===== src/rtl/l2_forward_lookup.sv =====
// l2_forward_lookup: learns source MACs, looks up the destination MAC, patches egress/drop into metadata word0
module l2_forward_lookup #(
  parameter int          NUM_ENTRIES = 16,
  parameter logic [31:0] AGE_PERIOD  = 32'd100000
) (
  input  logic         clk,
  input  logic         reset,
  input  logic         metadata_in_valid,
  input  logic [133:0] metadata_in,
  input  logic         ready_in,
  output logic         ready_out,
  output logic         metadata_out_valid,
  output logic [133:0] metadata_out,
  output logic [15:0]  learn_count
);
  localparam int IW = $clog2(NUM_ENTRIES);
  typedef enum logic [1:0] {IDLE, META1, META2, PKT} state_t;
  state_t state, state_nxt;
  logic slot_valid;
  logic [133:0] slot, out_word;
  logic [NUM_ENTRIES-1:0] tbl_valid, tbl_hit;
  logic [47:0] tbl_mac [NUM_ENTRIES];
  logic [7:0] tbl_port [NUM_ENTRIES];
  logic [IW-1:0] rr_ptr, s_idx, free_idx, learn_idx;
  logic [31:0] age_cnt;
  logic [1:0] tag;
  logic [47:0] dmac, smac;
  logic [7:0] ingress, d_port, egress;
  logic d_hit, s_hit, free_found, drop, is_w1, learn, learn_new, emit, sweep;
  assign tag = metadata_in[133:132];
  assign dmac = metadata_in[127:80];
  assign smac = metadata_in[79:32];
  assign ingress = slot[127:120];
  assign is_w1 = metadata_in_valid && state == META1 && tag == 2'b11;
  assign learn = is_w1 && !smac[40];
  assign learn_new = learn && !s_hit;
  assign learn_idx = s_hit ? s_idx : free_found ? free_idx : rr_ptr;
  assign emit = metadata_in_valid || (slot_valid && slot[133:132] == 2'b10);
  assign sweep = age_cnt == AGE_PERIOD - 32'd1;
  assign egress = (dmac[40] || !d_hit) ? 8'hFF : d_port;
  assign drop = !dmac[40] && d_hit && d_port == ingress;
  assign out_word = is_w1 ? {slot[133:120], egress, drop, slot[110:0]} : slot;
  // search the table for dmac, smac and the lowest free entry
  always_comb begin
    d_hit = 1'b0;
    d_port = 8'hFF;
    s_hit = 1'b0;
    s_idx = '0;
    free_found = 1'b0;
    free_idx = '0;
    for (int i = 0; i < NUM_ENTRIES; i++) begin
      if (tbl_valid[i] && tbl_mac[i] == dmac) begin
        d_hit = 1'b1;
        d_port = tbl_port[i];
      end
      if (tbl_valid[i] && tbl_mac[i] == smac) begin
        s_hit = 1'b1;
        s_idx = IW'(i);
      end
      if (!tbl_valid[i] && !free_found) begin
        free_found = 1'b1;
        free_idx = IW'(i);
      end
    end
  end
  // classifier next state, advancing only on valid words
  always_comb begin
    state_nxt = state;
    if (metadata_in_valid)
      case (state)
        IDLE:    state_nxt = tag == 2'b01 ? META1 : IDLE;
        META1:   state_nxt = tag == 2'b11 ? META2 : tag == 2'b10 ? IDLE : PKT;
        META2:   state_nxt = PKT;
        default: state_nxt = tag == 2'b10 ? IDLE : PKT;
      endcase
  end
  // classifier state register
  always_ff @(posedge clk or negedge reset)
    if (!reset) state <= IDLE;
    else state <= state_nxt;
  // MAC table: aging sweep first, so a same-cycle learn leaves its entry valid with hit set
  always_ff @(posedge clk or negedge reset)
    if (!reset) begin
      tbl_valid <= '0;
      tbl_hit <= '0;
      rr_ptr <= '0;
      age_cnt <= '0;
      learn_count <= '0;
      for (int i = 0; i < NUM_ENTRIES; i++) begin
        tbl_mac[i] <= '0;
        tbl_port[i] <= '0;
      end
    end else begin
      age_cnt <= sweep ? '0 : age_cnt + 32'd1;
      if (sweep) begin
        tbl_valid <= tbl_valid & tbl_hit;
        tbl_hit <= '0;
      end
      if (learn) begin
        tbl_valid[learn_idx] <= 1'b1;
        tbl_hit[learn_idx] <= 1'b1;
        tbl_mac[learn_idx] <= smac;
        tbl_port[learn_idx] <= ingress;
      end
      if (learn_new && learn_count != 16'hFFFF) learn_count <= learn_count + 16'd1;
      if (learn_new && !free_found) rr_ptr <= rr_ptr + 1'b1;
    end
  // one-word delay slot; a held tail drains on its own
  always_ff @(posedge clk or negedge reset)
    if (!reset) begin
      slot_valid <= 1'b0;
      slot <= '0;
      metadata_out_valid <= 1'b0;
      metadata_out <= '0;
      ready_out <= 1'b1;
    end else begin
      ready_out <= ready_in;
      metadata_out_valid <= emit && slot_valid;
      if (emit && slot_valid) metadata_out <= out_word;
      if (emit) begin
        slot_valid <= metadata_in_valid;
        slot <= metadata_in;
      end
    end
endmodule

===== config.mk =====
export PLATFORM = sky130hd
export DESIGN_NAME = l2_forward_lookup
export DESIGN_NICKNAME = d
export VERILOG_FILES = /design/src/rtl/l2_forward_lookup.sv
export SDC_FILE = /design/constraint.sdc
export NUM_CORES = 2
export LEC_CHECK = 0
export ABC_CLOCK_PERIOD_IN_PS = 5000
export CORE_MARGIN = 4
export CORE_UTILIZATION = 50
export DETAILED_ROUTE_END_ITERATION = 8
export DONT_BUFFER_PORTS = 1
export HOLD_SLACK_MARGIN = 0.02
export SLEW_MARGIN = 5
export SYNTH_ARGS = -nofsm -noshare
export SYNTH_HDL_FRONTEND = slang
export SYNTH_SLANG_ARGS = --single-unit

===== constraint.sdc =====
create_clock -name clk -period 5 [get_ports clk]
set_input_delay 0.75 -clock clk [delete_from_list [all_inputs] [get_ports clk]]
set_output_delay 0.75 -clock clk [all_outputs]
set_load 0.01 [all_outputs]

==> flow_summary.toml <==
[run_status]
outcome = "finished, final reports clean"

[place]
port_buffers = 0
hpwl_um = 188100
dpl.cell_count = 8185
globalplace.congestion = 0.9577
place_area_mm2 = 0.07309

[floorplan]
die_h_um = 384.4
ios = 290
core_area_mm2 = 0.1400
die-area_mm2 = 0.1477
die_x_um = 384.4
start_util_pct = 50.57
rows = 137

[routing]
avgRoutedWirePerCell_um = 36.02
wl_um = 304400
drc = 0
postRouteAntennaNets = 0
avgViaCountPerCell = 6.533
drt_pass1_iterations = 6
via_count = 55220
drt_iter0_markers = 8076

[pwr]
ir_drop_v = 0.0002952
p_leak_nw = 35.34
finalPower_w = 0.02587
powerDensity_mw_per_mm2 = 330.8

[clock_tree]
h-tree-depth = 4
clockBufferDepth = 3
cts.sinks = 1253
cts_tree = "done"
clock_latency_ns = 0.81
clk_pin_slew_ns = 0.06
post_cts_buffers = 0
cts-root-buf = "clkbuf_16"
numCtsBuffers = 142

[synthesis]
synth_top_area_share_pct = 44.24
synth.area.top_cells = "dfrtp_1 44%, mux2_2 12%, xnor2_1 10%, xor2_1 7.2%, nand2_1 3.1%"
synth_nets = 6719
ys_seq_area_share_pct = 44.28
async_reset_ff_share_pct = 100.0
synth_fa_ha_area_share_pct = 0.05300
synth-seq-cells = 1253
synth_mux_area_share_pct = 15.31
synth_top_family_by_area = "XOR/XNOR gates"
ys_types = 100
synth_xor_area_share_pct = 17.52
yosysTopAreaCell = "dfrtp_1"
synth.avg_cell_area_um2 = 10.77
synth_ff_type = "dfrtp_1"
ys_warn_count = 0
synth_edf_count = 0
syn-cell-area_mm2 = 0.07082
yosys.area_share.simple_pct = 14.40
synth_compound_area_share_pct = 4.397
synth_cells = 6578

[sta]
slew_viol_final = 0
slew-limit-headroom_pct = 13.28
setup_viol = 0
final.min_clock_period_ns = 4.609
worst_pin_slew_ns = 1.284
post-route-period-util_pct = 92.19
rsz0062_at_grt = "no"
finalHoldViolCount = 0
fin_worst_skew_ns = 0.02918
max_freq_mhz = 217.0
worst_hold_slack_ns = 0.03445
fin_tns_setup_ns = 0

[min_path]
min_path_type = "primary input to asynchronous set/reset pin"

[grt]
antenna_found_initial = 36
grt_max_degree = 255
track_usage_pct = 40.68
grt_overflow = 0
grt_pass1_vias = 53508
grt_pass1_wl_um = 423300

[layout]
drive_gt1_share_pct = 20.39
layout.cells.non_filler = 8452
final_cell_area_mm2 = 0.07821
fin_nets = 6599
area_growth_pct = 10.44

[setup_path]
cp-end-kind = "register"
critPathLaunchType = "register"
rrSetupSlack_ns = 0.39
cp_max_fo = 3
criticalPathCategory = "register to register"
cp.required_ns = 5.74
crit_arrival_ns = 5.35

[flow_run]
cap_violations = 0
-- path summary, 6_finish.rpt --
check                                  from                end  cells past startpoint
setup / recovery               tbl_mac[503]  metadata_out[111]                     15
hold / removal                        reset           slot[36]                      1
setup reg to reg               tbl_mac[503]  metadata_out[111]                     15
hold reg to reg                   slot[129]  metadata_out[129]                      2
max in group asynchronous             reset      tbl_valid[11]                      5
min in group clk           metadata_in[133]           state[0]                      1
-- state kept, by name (all words and copies together), names as in the netlist --
register and flops:
state 2, age_cnt 32, slot 134, learn_count 16, tbl_hit 16, tbl_port 128
tbl_mac 768, slot_valid 1, ready_out 1, metadata_out 134, metadata_out_valid 1, rr_ptr 4
tbl_valid 16
-- critical path: stages (launching register included) --
cell and delay [ns]:
dfrtp_1 0.46, xnor2_1 0.28, nand2_1 0.07, or3b_2 0.45, or4_1 0.41, nor4_1 0.53, buf_4 0.27, nand2_1 0.10
a32oi_1 0.24, buf_4 0.18, a2bb2oi_1 0.13, o41ai_1 0.44, buf_4 0.18, xor2_1 0.10, or4_1 0.54, o21ai_1 0.14
-- logic make-up (layout without fill, tap and decap cells) --
kind of cell / after synthesis / count (layout)
and+or+nand+nor: 1892 / 1892
buffers and inverters: 621 / 616
other: 0 / 3
xor gates and xnor gates: 1417 / 1417
AOI/OAI and AO/OA: 446 / 446
DFF: 1253 / 1253
muxes: 946 / 946
adders and majority gates: 3 / 3
-- per-layer routing --
| layer | global-route usage [%] | wire length, µm | up-vias |
|---|---|---|---|
| met2 | 58.35 | 126700 | 3457 |
| met5 | 0 | 141 | - |
| li1 | - | - | 22652 |
| met3 | 11.06 | 34880 | 892 |
| met1 | 55.21 | 121100 | 28201 |
| met4 | 23.70 | 21570 | 18 |
-- power breakdown --
part / internal (W) / switching, W
combinational: 0.00122 / 0.00157
sequential: 0.0109 / 0.000822
clock: 0.00682 / 0.00459
total: 0.0189 / 0.00698
-- layout by cell type (no fill, tap or decap), types with 149 or more instances in the layout --
cell	instances
o21ai_0	149
nand2_1	586
nor4_1	231
buf_4	154
nand2b_1	191
xnor2_1	833
xor2_1	584
dfrtp_1	1252
nand4_1	317
mux2_2	780
-- metrics by stage --
step | util, % | setup slack (ns)
final | 55.85 | 0.3907
after global routing | 55.84 | 0.2733
after CTS | 55.82 | 0.4338
after detailed placement | 52.19 | 0.1048
after global placement | 52.15 | 0.1564
after floorplan | - | 0.7215
-- cells in the mapped netlist (21+ instances only) --
library cell  count
a21oi_1          33
and2_1           23
and3_1           23
buf_1            23
buf_2           229
buf_4            21
buf_6            22
clkbuf_1        174
dfrtp_1        1252
inv_1           146
mux2_1           63
mux2_2          780
mux2_4           63
mux2i_1          40
nand2_1         591
nand2b_1        191
nand3_1         120
nand4_1         317
nor2_1          116
nor2b_1          39
nor3_1           67
nor4_1          232
o2111ai_1        42
o21ai_0         149
o22ai_1          36
or4_1            41
xnor2_1         833
xor2_1          584
-- cell type report --
type / instances / area (µm²)
Tap cell: 1876 / 2347
Inverter: 152 / 573.1
Fill cell: 12289 / 61830
Antenna cell: 3 / 7.507
Multi-Input combinational cell: 4704 / 36680
Clock inverter: 60 / 950.9
Sequential cell: 1253 / 31360
Clock buffer: 199 / 4084
Timing Repair Buffer: 205 / 2215
-- timing repair --
item / 4_1_cts / 5_1_grt
hold buffers: 4 / 0
hold endpoints to repair: 189 / 0
resized for setup: 0 / 0
Power figures use the tool's default switching activity.
